<file path="config.mk">
export PLATFORM = sky130hd
export DESIGN_NAME = axi_read_arbiter
export DESIGN_NICKNAME = d
export VERILOG_FILES = /design/src/rtl/sprite_engine_pkg.sv /design/src/rtl/order_fifo.sv /design/src/rtl/axi_read_arbiter.sv
export SDC_FILE = /design/constraint.sdc
export NUM_CORES = 1
export LEC_CHECK = 0
export BUFFER_PORTS_ARGS = -buffer_cell sky130_fd_sc_hd__buf_2
export CAP_MARGIN = 20
export CORE_UTILIZATION = 42
export DETAILED_ROUTE_END_ITERATION = 16
export MAX_ROUTING_LAYER = met4
export PLACE_DENSITY = 0.81
export SETUP_SLACK_MARGIN = 0.15
export SYNTH_ARGS = -nofsm -noshare
export SYNTH_HDL_FRONTEND = slang
export SYNTH_SLANG_ARGS = --single-unit
</file>
<file path="constraint.sdc">
create_clock -name clk -period 4.1 [get_ports clk]
set_input_delay 0.615 -clock clk [delete_from_list [all_inputs] [get_ports clk]]
set_output_delay 0.615 -clock clk [all_outputs]
set_load 0.01 [all_outputs]
</file>
<file path="src/rtl/sprite_engine_pkg.sv">
// Shared types for the sprite engine read path.
//   port_id_t : requester index carried on m_arid and in the order FIFO
//   ar_req_t  : one AR request (address widened to the largest supported width, burst len-1)
package sprite_engine_pkg;

  typedef logic port_id_t;

  localparam port_id_t PORT_DISPLAY = 1'b0;
  localparam port_id_t PORT_FETCH   = 1'b1;

  localparam int AR_ADDR_MAX = 64;

  typedef struct packed {
    logic [AR_ADDR_MAX-1:0] addr;
    logic [7:0]             len;
  } ar_req_t;

endpackage

</file>
<file path="src/rtl/order_fifo.sv">
// Grant-order FIFO: remembers which port owns each burst in flight so R beats
// can be steered back in AXI issue order.
// Ports:
//   clk, reset   : clock, synchronous active-high reset
//   push, din    : enqueue a port index (ignored when full unless popping the same cycle)
//   pop          : dequeue the head (ignored when empty)
//   head         : oldest entry
//   full, empty  : occupancy flags
//   count        : current occupancy
module order_fifo
  import sprite_engine_pkg::*;
#(
  parameter int DEPTH = 4
) (
  input  logic                   clk,
  input  logic                   reset,
  input  logic                   push,
  input  port_id_t               din,
  input  logic                   pop,
  output port_id_t               head,
  output logic                   full,
  output logic                   empty,
  output logic [$clog2(DEPTH):0] count
);

  localparam int PW = $clog2(DEPTH);

  port_id_t          mem [DEPTH];
  logic [PW-1:0]     wr_ptr;
  logic [PW-1:0]     rd_ptr;
  logic              do_push;
  logic              do_pop;

  assign full  = (count == (PW+1)'(DEPTH));
  assign empty = (count == '0);
  assign head  = mem[rd_ptr];

  // A pop frees a slot in the same cycle, so a push into a full FIFO is fine then.
  assign do_pop  = pop & ~empty;
  assign do_push = push & (~full | do_pop);

  always_ff @(posedge clk) begin
    if (do_push) mem[wr_ptr] <= din;
  end

  always_ff @(posedge clk) begin
    if (reset) begin
      wr_ptr <= '0;
      rd_ptr <= '0;
      count  <= '0;
    end else begin
      if (do_push) wr_ptr <= wr_ptr + 1'b1;
      if (do_pop)  rd_ptr <= rd_ptr + 1'b1;
      case ({do_push, do_pop})
        2'b10:   count <= count + 1'b1;
        2'b01:   count <= count - 1'b1;
        default: count <= count;
      endcase
    end
  end

endmodule

</file>
<file path="src/rtl/axi_read_arbiter.sv">
// Two-port AXI4 read arbiter. Port 0 (display) has priority; port 1 (fetcher)
// is forced a grant after STARVE_LIMIT consecutive port-0 grants while it waits.
// Ports:
//   clk, reset           : clock, synchronous active-high reset
//   s0_ar*/s0_r*         : display requester AR request and R return
//   s1_ar*/s1_r*         : fetcher requester AR request and R return
//   m_ar*                : registered AR toward the AXI master, m_arid = owning port
//   m_r*                 : R channel from the AXI master, steered combinationally
//   outstanding          : bursts granted but not yet finished with RLAST
module axi_read_arbiter
  import sprite_engine_pkg::*;
#(
  parameter int ADDR_WIDTH      = 32,
  parameter int DATA_WIDTH      = 32,
  parameter int MAX_OUTSTANDING = 4,
  parameter int STARVE_LIMIT    = 8
) (
  input  logic                           clk,
  input  logic                           reset,
  input  logic [ADDR_WIDTH-1:0]          s0_araddr,
  input  logic [7:0]                     s0_arlen,
  input  logic                           s0_arvalid,
  output logic                           s0_arready,
  output logic [DATA_WIDTH-1:0]          s0_rdata,
  output logic [1:0]                     s0_rresp,
  output logic                           s0_rlast,
  output logic                           s0_rvalid,
  input  logic                           s0_rready,
  input  logic [ADDR_WIDTH-1:0]          s1_araddr,
  input  logic [7:0]                     s1_arlen,
  input  logic                           s1_arvalid,
  output logic                           s1_arready,
  output logic [DATA_WIDTH-1:0]          s1_rdata,
  output logic [1:0]                     s1_rresp,
  output logic                           s1_rlast,
  output logic                           s1_rvalid,
  input  logic                           s1_rready,
  output logic [ADDR_WIDTH-1:0]          m_araddr,
  output logic [7:0]                     m_arlen,
  output logic                           m_arid,
  output logic                           m_arvalid,
  input  logic                           m_arready,
  input  logic [DATA_WIDTH-1:0]          m_rdata,
  input  logic [1:0]                     m_rresp,
  input  logic                           m_rlast,
  input  logic                           m_rvalid,
  output logic                           m_rready,
  output logic [$clog2(MAX_OUTSTANDING):0] outstanding
);

  localparam int SW = $clog2(STARVE_LIMIT + 1);

  logic [SW-1:0] starve_cnt;
  logic          slot_free;
  logic          can_grant;
  logic          pick_fetch;
  logic          grant0;
  logic          grant1;
  logic          fifo_pop;
  logic          fifo_full;
  logic          fifo_empty;
  port_id_t      head;
  ar_req_t       win_req;

  order_fifo #(.DEPTH(MAX_OUTSTANDING)) u_order_fifo (
    .clk   (clk),
    .reset (reset),
    .push  (grant0 | grant1),
    .din   (grant1 ? PORT_FETCH : PORT_DISPLAY),
    .pop   (fifo_pop),
    .head  (head),
    .full  (fifo_full),
    .empty (fifo_empty),
    .count (outstanding)
  );

  // Arbitration
  assign slot_free  = ~m_arvalid | m_arready;
  assign can_grant  = slot_free & (~fifo_full | fifo_pop);
  assign pick_fetch = s1_arvalid & (~s0_arvalid | (starve_cnt == SW'(STARVE_LIMIT)));
  assign grant0     = can_grant & s0_arvalid & ~pick_fetch;
  assign grant1     = can_grant & pick_fetch;
  assign s0_arready = grant0;
  assign s1_arready = grant1;

  always_comb begin
    win_req      = '0;
    win_req.addr = AR_ADDR_MAX'(s0_araddr);
    win_req.len  = s0_arlen;
    if (grant1) begin
      win_req.addr = AR_ADDR_MAX'(s1_araddr);
      win_req.len  = s1_arlen;
    end
  end

  always_ff @(posedge clk) begin
    if (reset) begin
      m_arvalid <= 1'b0;
      m_araddr  <= '0;
      m_arlen   <= '0;
      m_arid    <= 1'b0;
    end else if (grant0 | grant1) begin
      m_arvalid <= 1'b1;
      m_araddr  <= win_req.addr[ADDR_WIDTH-1:0];
      m_arlen   <= win_req.len;
      m_arid    <= grant1;
    end else if (m_arready) begin
      m_arvalid <= 1'b0;
    end
  end

  // Counts port-0 wins that happened while port 1 was waiting.
  always_ff @(posedge clk) begin
    if (reset) begin
      starve_cnt <= '0;
    end else if (grant1 | ~s1_arvalid) begin
      starve_cnt <= '0;
    end else if (grant0 && (starve_cnt != SW'(STARVE_LIMIT))) begin
      starve_cnt <= starve_cnt + 1'b1;
    end
  end

  // R steering to the owner of the oldest burst
  assign m_rready  = ~fifo_empty & ((head == PORT_FETCH) ? s1_rready : s0_rready);
  assign fifo_pop  = m_rvalid & m_rready & m_rlast;
  assign s0_rvalid = m_rvalid & ~fifo_empty & (head == PORT_DISPLAY);
  assign s1_rvalid = m_rvalid & ~fifo_empty & (head == PORT_FETCH);
  assign s0_rdata  = m_rdata;
  assign s0_rresp  = m_rresp;
  assign s0_rlast  = m_rlast;
  assign s1_rdata  = m_rdata;
  assign s1_rresp  = m_rresp;
  assign s1_rlast  = m_rlast;

endmodule

</file>
* After elaboration in Yosys (flattened, before gate mapping)
Memory sizes are Yosys's and may differ from the RTL's. A register that Yosys moved wholly into a read port is not among the register bits.
Index checks and enable logic that the tools add are counted.
** Word-level totals
- Output and inout port bits :: 120
- Bits in registers :: 53
- Word-level logic and storage cells :: 60
- RAM bits :: 4
- Input bits :: 123
- Memories :: 1
** Cells by class
- Equal/unequal tests :: 5
- Bitwise logic cells :: 26
- Multiplexer cells :: 10
- $add $sub $neg :: 5
- Reduce and logical (&&, ||, !) cells :: 5
** Memory list
- u_order_fifo.mem :: depth 4, width 1, rd ports 1, clocked after memory_dff 1, wr ports 1, RTL line order_fifo.sv:28 : port_id_t mem [DEPTH];
** Operators by type and width (count)
- $mux 40 :: 1
- $and 1x1->1 :: 13
- $not 1->1 :: 7
- $mux 1 :: 6
- $or 1x1->1 :: 6
- $pmux 3 s2 :: 1
- $add 2x1->2 const B :: 2
- $add 4x1->4 const B :: 1
- $eq 4x4->1 const B :: 1
- $mux 2 :: 2
- $ne 4x4->1 const B :: 1
- $reduce_bool 2->1 :: 2
- $add 3x1->3 const B :: 1
- $eq 3x3->1 const B :: 1
- $logic_not 3->1 :: 1
- $sub 3x1->3 const B :: 1
- $eq 2x1->1 const B :: 1
- $eq 2x2->1 const B :: 1
- $reduce_or 2->1 :: 1
- $logic_and 1x1->1 :: 1

* Logic depth before layout (Yosys ltp)
- Depth after elaboration :: 13
- Depth in mapped cells :: 12
- Mapped depth without buffers :: 10

* Modules after synthesis
A second synthesis with hierarchy kept.
** Second synthesis, totals
- Cell total of the unflattened synthesis :: 467
- Area, all modules :: 3834.9 µm²
** Modules (own cells, without submodules)
- axi_read_arbiter :: area each 3100.5 µm², instances 1, cells an instance 397, sequential area each 920.9 µm²
- order_fifo :: area each 734.5 µm², instances 1, cells an instance 70, sequential area each 300.3 µm²

* Least setup slack after synthesis
Ideal clock, no wire load.
- Path type :: register -> register
- Start point :: register (tool-made name)
- End point :: register u_order_fifo.count[2]
- Data required time :: 4.029 ns
- Period minus slack after synthesis :: 2.877 ns
- Arrival :: 2.806 ns
- Library setup time :: 0.071 ns
- Buffers on the path :: 2
- Path slack :: 1.223 ns
- Cell stages (with the launch flop) :: 13
- Cell sequence :: dfxtp_1 mux4_2 mux2i_4 o21ai_2 buf_6 buf_6 inv_1 ha_1 inv_1 fa_1 xor2_1 or3_1 a21oi_1
** RTL lines
- to (signal assigned) :: RTL line order_fifo.sv:55 : 2'b10: count <= count + 1'b1;
- to (signal assigned) :: RTL line order_fifo.sv:56 : 2'b01: count <= count - 1'b1;
- to (signal assigned) :: RTL line order_fifo.sv:57 : default: count <= count;
- to (decl) :: RTL line order_fifo.sv:23 : output logic [$clog2(DEPTH):0] count

==> report_table.html <==
<table>
<tr><th>Metric</th><th>Value</th></tr>
<tr><th colspan="2">Timing</th></tr>
<tr><td>Count of final max-slew check failures</td><td>0</td></tr>
<tr><td>Slew @ Worst Pin</td><td>around 770 ps</td></tr>
<tr><td>Post-route fraction of the period consumed by the critical path</td><td>87.4%</td></tr>
<tr><td>Worst rel slew slack</td><td>between 40% and 50%</td></tr>
<tr><td>Setup repair after global routing missed its margin</td><td>false</td></tr>
<tr><td>Final Critical Period</td><td>between 3000 and 4000 ps</td></tr>
<tr><td>Top achievable clock speed</td><td>279 MHz</td></tr>
<tr><td>Final Skew</td><td>8.09 ps</td></tr>
<tr><td>Count of final setup violators</td><td>0</td></tr>
<tr><td>Post-layout worst setup margin</td><td>515 ps</td></tr>
<tr><td>Final Hold Violating Endpoints</td><td>0</td></tr>
<tr><td>Final total negative setup slack</td><td>0 ps</td></tr>
<tr><td>Tightest hold margin</td><td>~500 ps</td></tr>
<tr><th colspan="2">Worst setup path</th></tr>
<tr><td>Type of the worst setup path</td><td>reg -&gt; out</td></tr>
<tr><td>Register-to-register path setup slack</td><td>between 1000 and 1500 ps</td></tr>
<tr><td>Crit path arrival time</td><td>2970 ps</td></tr>
<tr><td>Required time of the critical path</td><td>3480 ps</td></tr>
<tr><td>Endpoint of the most critical register-to-register path</td><td>u_order_fifo.count[2]</td></tr>
<tr><td>Path depth of the worst reg2reg path</td><td>10</td></tr>
<tr><td>CP Capture Type</td><td>output pin</td></tr>
<tr><td>Critical path fanouts, max</td><td>41</td></tr>
<tr><td>Worst setup SP type</td><td>register</td></tr>
<tr><th colspan="2">Floorplanning</th></tr>
<tr><td>Area of the core</td><td>between 8000 and 9000 sq um</td></tr>
<tr><td>I/O pin count</td><td>between 200 and 250</td></tr>
<tr><td>Effective utilization at floorplan</td><td>43.2%</td></tr>
<tr><td>Number of core rows</td><td>33</td></tr>
<tr><td>Floorplan die height</td><td>between 90 and 100 microns</td></tr>
<tr><td>Die boundary width</td><td>between 90 and 100 microns</td></tr>
<tr><td>Area of the die</td><td>between 8000 and 9000 sq um</td></tr>
<tr><th colspan="2">Clock network</th></tr>
<tr><td>Number of CTS-inserted buffers</td><td>9</td></tr>
<tr><td>Number of setup buffers added after CTS</td><td>0</td></tr>
<tr><td>Clock latency reported for the late side of the worst-skew pair</td><td>about 330 ps</td></tr>
<tr><td>CTS tree</td><td>built</td></tr>
<tr><td>Count of H-tree levels built during CTS</td><td>3</td></tr>
<tr><td>Root Buffer</td><td>sky130_fd_sc_hd__clkbuf_8</td></tr>
<tr><td>Hold bufs inserted after CTS</td><td>0</td></tr>
<tr><td>Cells resized by post-CTS repair</td><td>0</td></tr>
<tr><td>Buffers from clock root to sink, at most</td><td>2</td></tr>
<tr><td>Number of sinks driven by the clock tree</td><td>approximately 60</td></tr>
<tr><td>CTS clock-pin slew for the worst setup and hold paths</td><td>roughly 70 ps</td></tr>
<tr><th colspan="2">GRT</th></tr>
<tr><td>Antenna violations before repair</td><td>0</td></tr>
<tr><td>Via count of the first global-routing pass</td><td>roughly 2,900</td></tr>
<tr><td>Global-route wire length before repair</td><td>13.0 mm</td></tr>
<tr><td>Maximum number of pins on one net before global-route repair</td><td>between 40 and 50</td></tr>
<tr><td>Final global-route overflow total</td><td>0</td></tr>
<tr><td>Total Routing Usage GR</td><td>approximately 19%</td></tr>
<tr><th colspan="2">Logic synthesis</th></tr>
<tr><td>Top area cells in the synthesized netlist</td><td>sky130_fd_sc_hd__dfxtp_1 (31%), sky130_fd_sc_hd__buf_4 (16%), sky130_fd_sc_hd__o221a_2 (12%)</td></tr>
<tr><td>Synth Area per Inst</td><td>about 8.9 sq um</td></tr>
<tr><td>Largest area contributor in the netlist</td><td>sky130_fd_sc_hd__dfxtp_1</td></tr>
<tr><td>Count of distinct cell types in the synthesized netlist</td><td>between 40 and 50</td></tr>
<tr><td>Post-synth design cell area</td><td>between 3000 and 4000 sq um</td></tr>
<tr><td>Flops &amp; latches, synth</td><td>slightly below 60</td></tr>
<tr><td>Top-area cell type share of the netlist area</td><td>a little under a third</td></tr>
<tr><td>Sequential area share after synthesis</td><td>34.5%</td></tr>
<tr><td>Synth Net Count</td><td>~530</td></tr>
<tr><td>Number of warnings reported in the yosys synthesis log</td><td>0</td></tr>
<tr><td>Gate Count Post-Synth</td><td>approximately 400</td></tr>
<tr><th colspan="2">Route</th></tr>
<tr><td>Final routed wirelength across all metal layers</td><td>8.46 mm</td></tr>
<tr><td>Routed Antenna Nets</td><td>0</td></tr>
<tr><td>Post-DR wirelength/cell</td><td>between 10 and 15 microns</td></tr>
<tr><td>Count of TritonRoute iterations in the first routing pass</td><td>4</td></tr>
<tr><td>Detailed Route Iter0 Violations</td><td>69</td></tr>
<tr><td>DR vias/cell</td><td>between 5 and 6</td></tr>
<tr><td>Drt drc</td><td>0</td></tr>
<tr><td>Via Count</td><td>between 3,000 and 4,000</td></tr>
<tr><th colspan="2">Pwr</th></tr>
<tr><td>Total power of the final layout</td><td>between 1.5 and 2 mW</td></tr>
<tr><td>Pwr Density</td><td>~460 nW/um^2</td></tr>
<tr><td>IR Drop Worst-Case VDD</td><td>approximately 140 uV</td></tr>
<tr><td>Static leakage</td><td>around 1.8 nW</td></tr>
<tr><th colspan="2">Place</th></tr>
<tr><td>Placement-stage worst setup slack</td><td>855 ps</td></tr>
<tr><td>Detailed placer's ending HPWL</td><td>6.02 mm</td></tr>
<tr><td>Buffers added on ports</td><td>between 100 and 150</td></tr>
<tr><td>Global placer's final weighted congestion</td><td>0.758</td></tr>
<tr><th colspan="2">Finish</th></tr>
<tr><td>Number of antenna cells inserted</td><td>0</td></tr>
<tr><td>Area used by multi-input combinational logic</td><td>~1600 sq um</td></tr>
<tr><td>Signed area change from the synthesized netlist to the final layout</td><td>10.9%</td></tr>
<tr><td>Proportion of layout cells with a drive suffix above 1</td><td>between 40% and 50%</td></tr>
<tr><td>Number of nets in the finished design</td><td>587</td></tr>
<tr><td>Filler cell count in the final layout</td><td>around 790</td></tr>
<tr><td>Register area</td><td>roughly 1200 sq um</td></tr>
<tr><th colspan="2">Flow run</th></tr>
<tr><td>Maximum capacitance violations</td><td>0</td></tr>
<tr><th colspan="2">Hold path</th></tr>
<tr><td>Hold-critical path depth</td><td>2</td></tr>
<tr><td>Hold-critical path endpoint</td><td>starve_cnt[0]</td></tr>
<tr><td>Start point of the worst min-delay path</td><td>starve_cnt[0]</td></tr>
<tr><td>Min-delay worst type</td><td>reg -&gt; reg</td></tr>
<tr><th colspan="2">Status</th></tr>
<tr><td>Run status</td><td>complete, no violations</td></tr>
</table>
## power by group
part,switching (mW),internal [mW],leakage (nW),total (mW)
Clock,0.249,0.340,0.103,0.589
Combinational,0.278,0.215,1.19,0.493
Sequential,0.0532,0.660,0.494,0.714
Total,0.580,1.22,1.78,1.80
## worst max-delay path, stage by stage (launching register included)
cell and delay, ps:
sky130_fd_sc_hd__dfxtp_1 350, sky130_fd_sc_hd__mux4_2 570, sky130_fd_sc_hd__mux2i_4 650, sky130_fd_sc_hd__o21ai_4 210, sky130_fd_sc_hd__nand3_4 450, sky130_fd_sc_hd__inv_1 180
sky130_fd_sc_hd__buf_2 180
## through the flow
stage / instances / instance area, sq um / util (%)
after floorplan: 398 / 3530 / -
after detailed placement: 550 / 3700 / 45.3
after global routing: 566 / 3920 / 47.9
final: 566 / 3920 / 47.9
after global placement: 550 / 3700 / 45.3
after CTS: 566 / 3920 / 47.9
## synthesized netlist by cell type
library cell               instances
sky130_fd_sc_hd__a31oi_1           1
sky130_fd_sc_hd__o211ai_1          2
sky130_fd_sc_hd__nand3b_1          1
sky130_fd_sc_hd__inv_1             9
sky130_fd_sc_hd__edfxtp_1          4
sky130_fd_sc_hd__o21ai_4           1
sky130_fd_sc_hd__o21ai_2           1
sky130_fd_sc_hd__and2_1            5
sky130_fd_sc_hd__nand2_1           5
sky130_fd_sc_hd__nor2_1           49
sky130_fd_sc_hd__and4b_1           2
sky130_fd_sc_hd__clkbuf_1         14
sky130_fd_sc_hd__buf_4            74
sky130_fd_sc_hd__o21ai_0           4
sky130_fd_sc_hd__nor3_1           82
sky130_fd_sc_hd__nor3b_1           1
sky130_fd_sc_hd__fa_1              1
sky130_fd_sc_hd__xnor2_1           3
sky130_fd_sc_hd__and3_1            2
sky130_fd_sc_hd__mux2i_1           2
sky130_fd_sc_hd__or3b_2            1
sky130_fd_sc_hd__mux2i_4           1
sky130_fd_sc_hd__buf_2             2
sky130_fd_sc_hd__o221a_2          39
sky130_fd_sc_hd__mux4_2            1
sky130_fd_sc_hd__a32o_1            2
sky130_fd_sc_hd__and3b_1           2
sky130_fd_sc_hd__o311a_1           1
sky130_fd_sc_hd__or3_1             1
sky130_fd_sc_hd__buf_6             8
sky130_fd_sc_hd__a21oi_1           3
sky130_fd_sc_hd__ha_1              7
sky130_fd_sc_hd__nand4_1           3
sky130_fd_sc_hd__nand3_4           1
sky130_fd_sc_hd__xor2_1            2
sky130_fd_sc_hd__nor2b_1           2
sky130_fd_sc_hd__o221a_1           1
sky130_fd_sc_hd__nand2b_1          1
sky130_fd_sc_hd__dfxtp_1          55
sky130_fd_sc_hd__nand4b_1          1
sky130_fd_sc_hd__nand3_1           1
## layer usage
layer  GRT usage, %  share of wire (%)  wire (microns)
met5              -                  0               0
met3           5.34                7.9             672
met2           33.8                 50            4220
met1           19.9                 40            3390
met4           10.3                2.1             176
## flip-flops by register name, indices dropped and copies added, names as in the netlist, named ones only
name,cells
m_arvalid,1
u_order_fifo.count,3
m_araddr,32
u_order_fifo.wr_ptr,2
u_order_fifo.rd_ptr,2
u_order_fifo.mem,4
m_arid,1
starve_cnt,4
m_arlen,8
## layout make-up
type                            count  area share, %
Multi-Input combinational cell    232           40.3
Clock inverter                      7           2.36
Clock buffer                        9           3.16
Sequential cell                    59           31.2
Timing Repair Buffer              145           18.8
Tap cell                          105           3.35
Inverter                            9          0.862
## logic make-up after synthesis
logic type      after synthesis  share of synthesized area, %
simple gates                160                          22.4
xor+xnor                      5                          1.24
fa+ha+maj                     8                          3.04
flops                        59                          34.5
mux                           4                          1.84
buf+inv                     107                          21.0
compound gates               55                          15.9
## how the worst max path moves through the flow
stage	end	cells past startpoint	start
5_1_grt	s1_arready	6	register
6_report	s1_arready	6	register
3_5_place_dp	s1_arready	6	register
4_1_cts	s1_arready	6	register
2_1_floorplan	u_order_fifo.count[2]	12	register
3_3_place_gp	s1_arready	6	register
## cell usage in the layout (no fill, tap or decap), types with 2 or more instances in the layout
| cell type | netlist | final |
|---|---|---|
| sky130_fd_sc_hd__o211ai_1 | 2 | 2 |
| sky130_fd_sc_hd__mux2i_1 | 2 | 2 |
| sky130_fd_sc_hd__and4b_1 | 2 | 2 |
| sky130_fd_sc_hd__ha_1 | 7 | 7 |
| sky130_fd_sc_hd__buf_4 | 74 | 5 |
| sky130_fd_sc_hd__clkinvlp_4 | 0 | 2 |
| sky130_fd_sc_hd__edfxtp_1 | 4 | 4 |
| sky130_fd_sc_hd__o21ai_0 | 4 | 4 |
| sky130_fd_sc_hd__o21ai_4 | 1 | 2 |
| sky130_fd_sc_hd__nand2_1 | 5 | 5 |
| sky130_fd_sc_hd__and3_1 | 2 | 2 |
| sky130_fd_sc_hd__a21oi_1 | 3 | 3 |
| sky130_fd_sc_hd__and2_1 | 5 | 5 |
| sky130_fd_sc_hd__a32o_1 | 2 | 2 |
| sky130_fd_sc_hd__xor2_1 | 2 | 2 |
| sky130_fd_sc_hd__nor2_1 | 49 | 49 |
| sky130_fd_sc_hd__nor2b_1 | 2 | 2 |
| sky130_fd_sc_hd__o221a_2 | 39 | 39 |
| sky130_fd_sc_hd__and3b_1 | 2 | 2 |
| sky130_fd_sc_hd__inv_1 | 9 | 9 |
| sky130_fd_sc_hd__dfxtp_1 | 55 | 55 |
| sky130_fd_sc_hd__clkbuf_8 | 0 | 9 |
| sky130_fd_sc_hd__buf_2 | 2 | 140 |
| sky130_fd_sc_hd__xnor2_1 | 3 | 3 |
| sky130_fd_sc_hd__nand4_1 | 3 | 3 |
| sky130_fd_sc_hd__nor3_1 | 82 | 82 |
| sky130_fd_sc_hd__bufinv_16 | 0 | 2 |
Note: power is estimated with default switching activity, not from simulation.
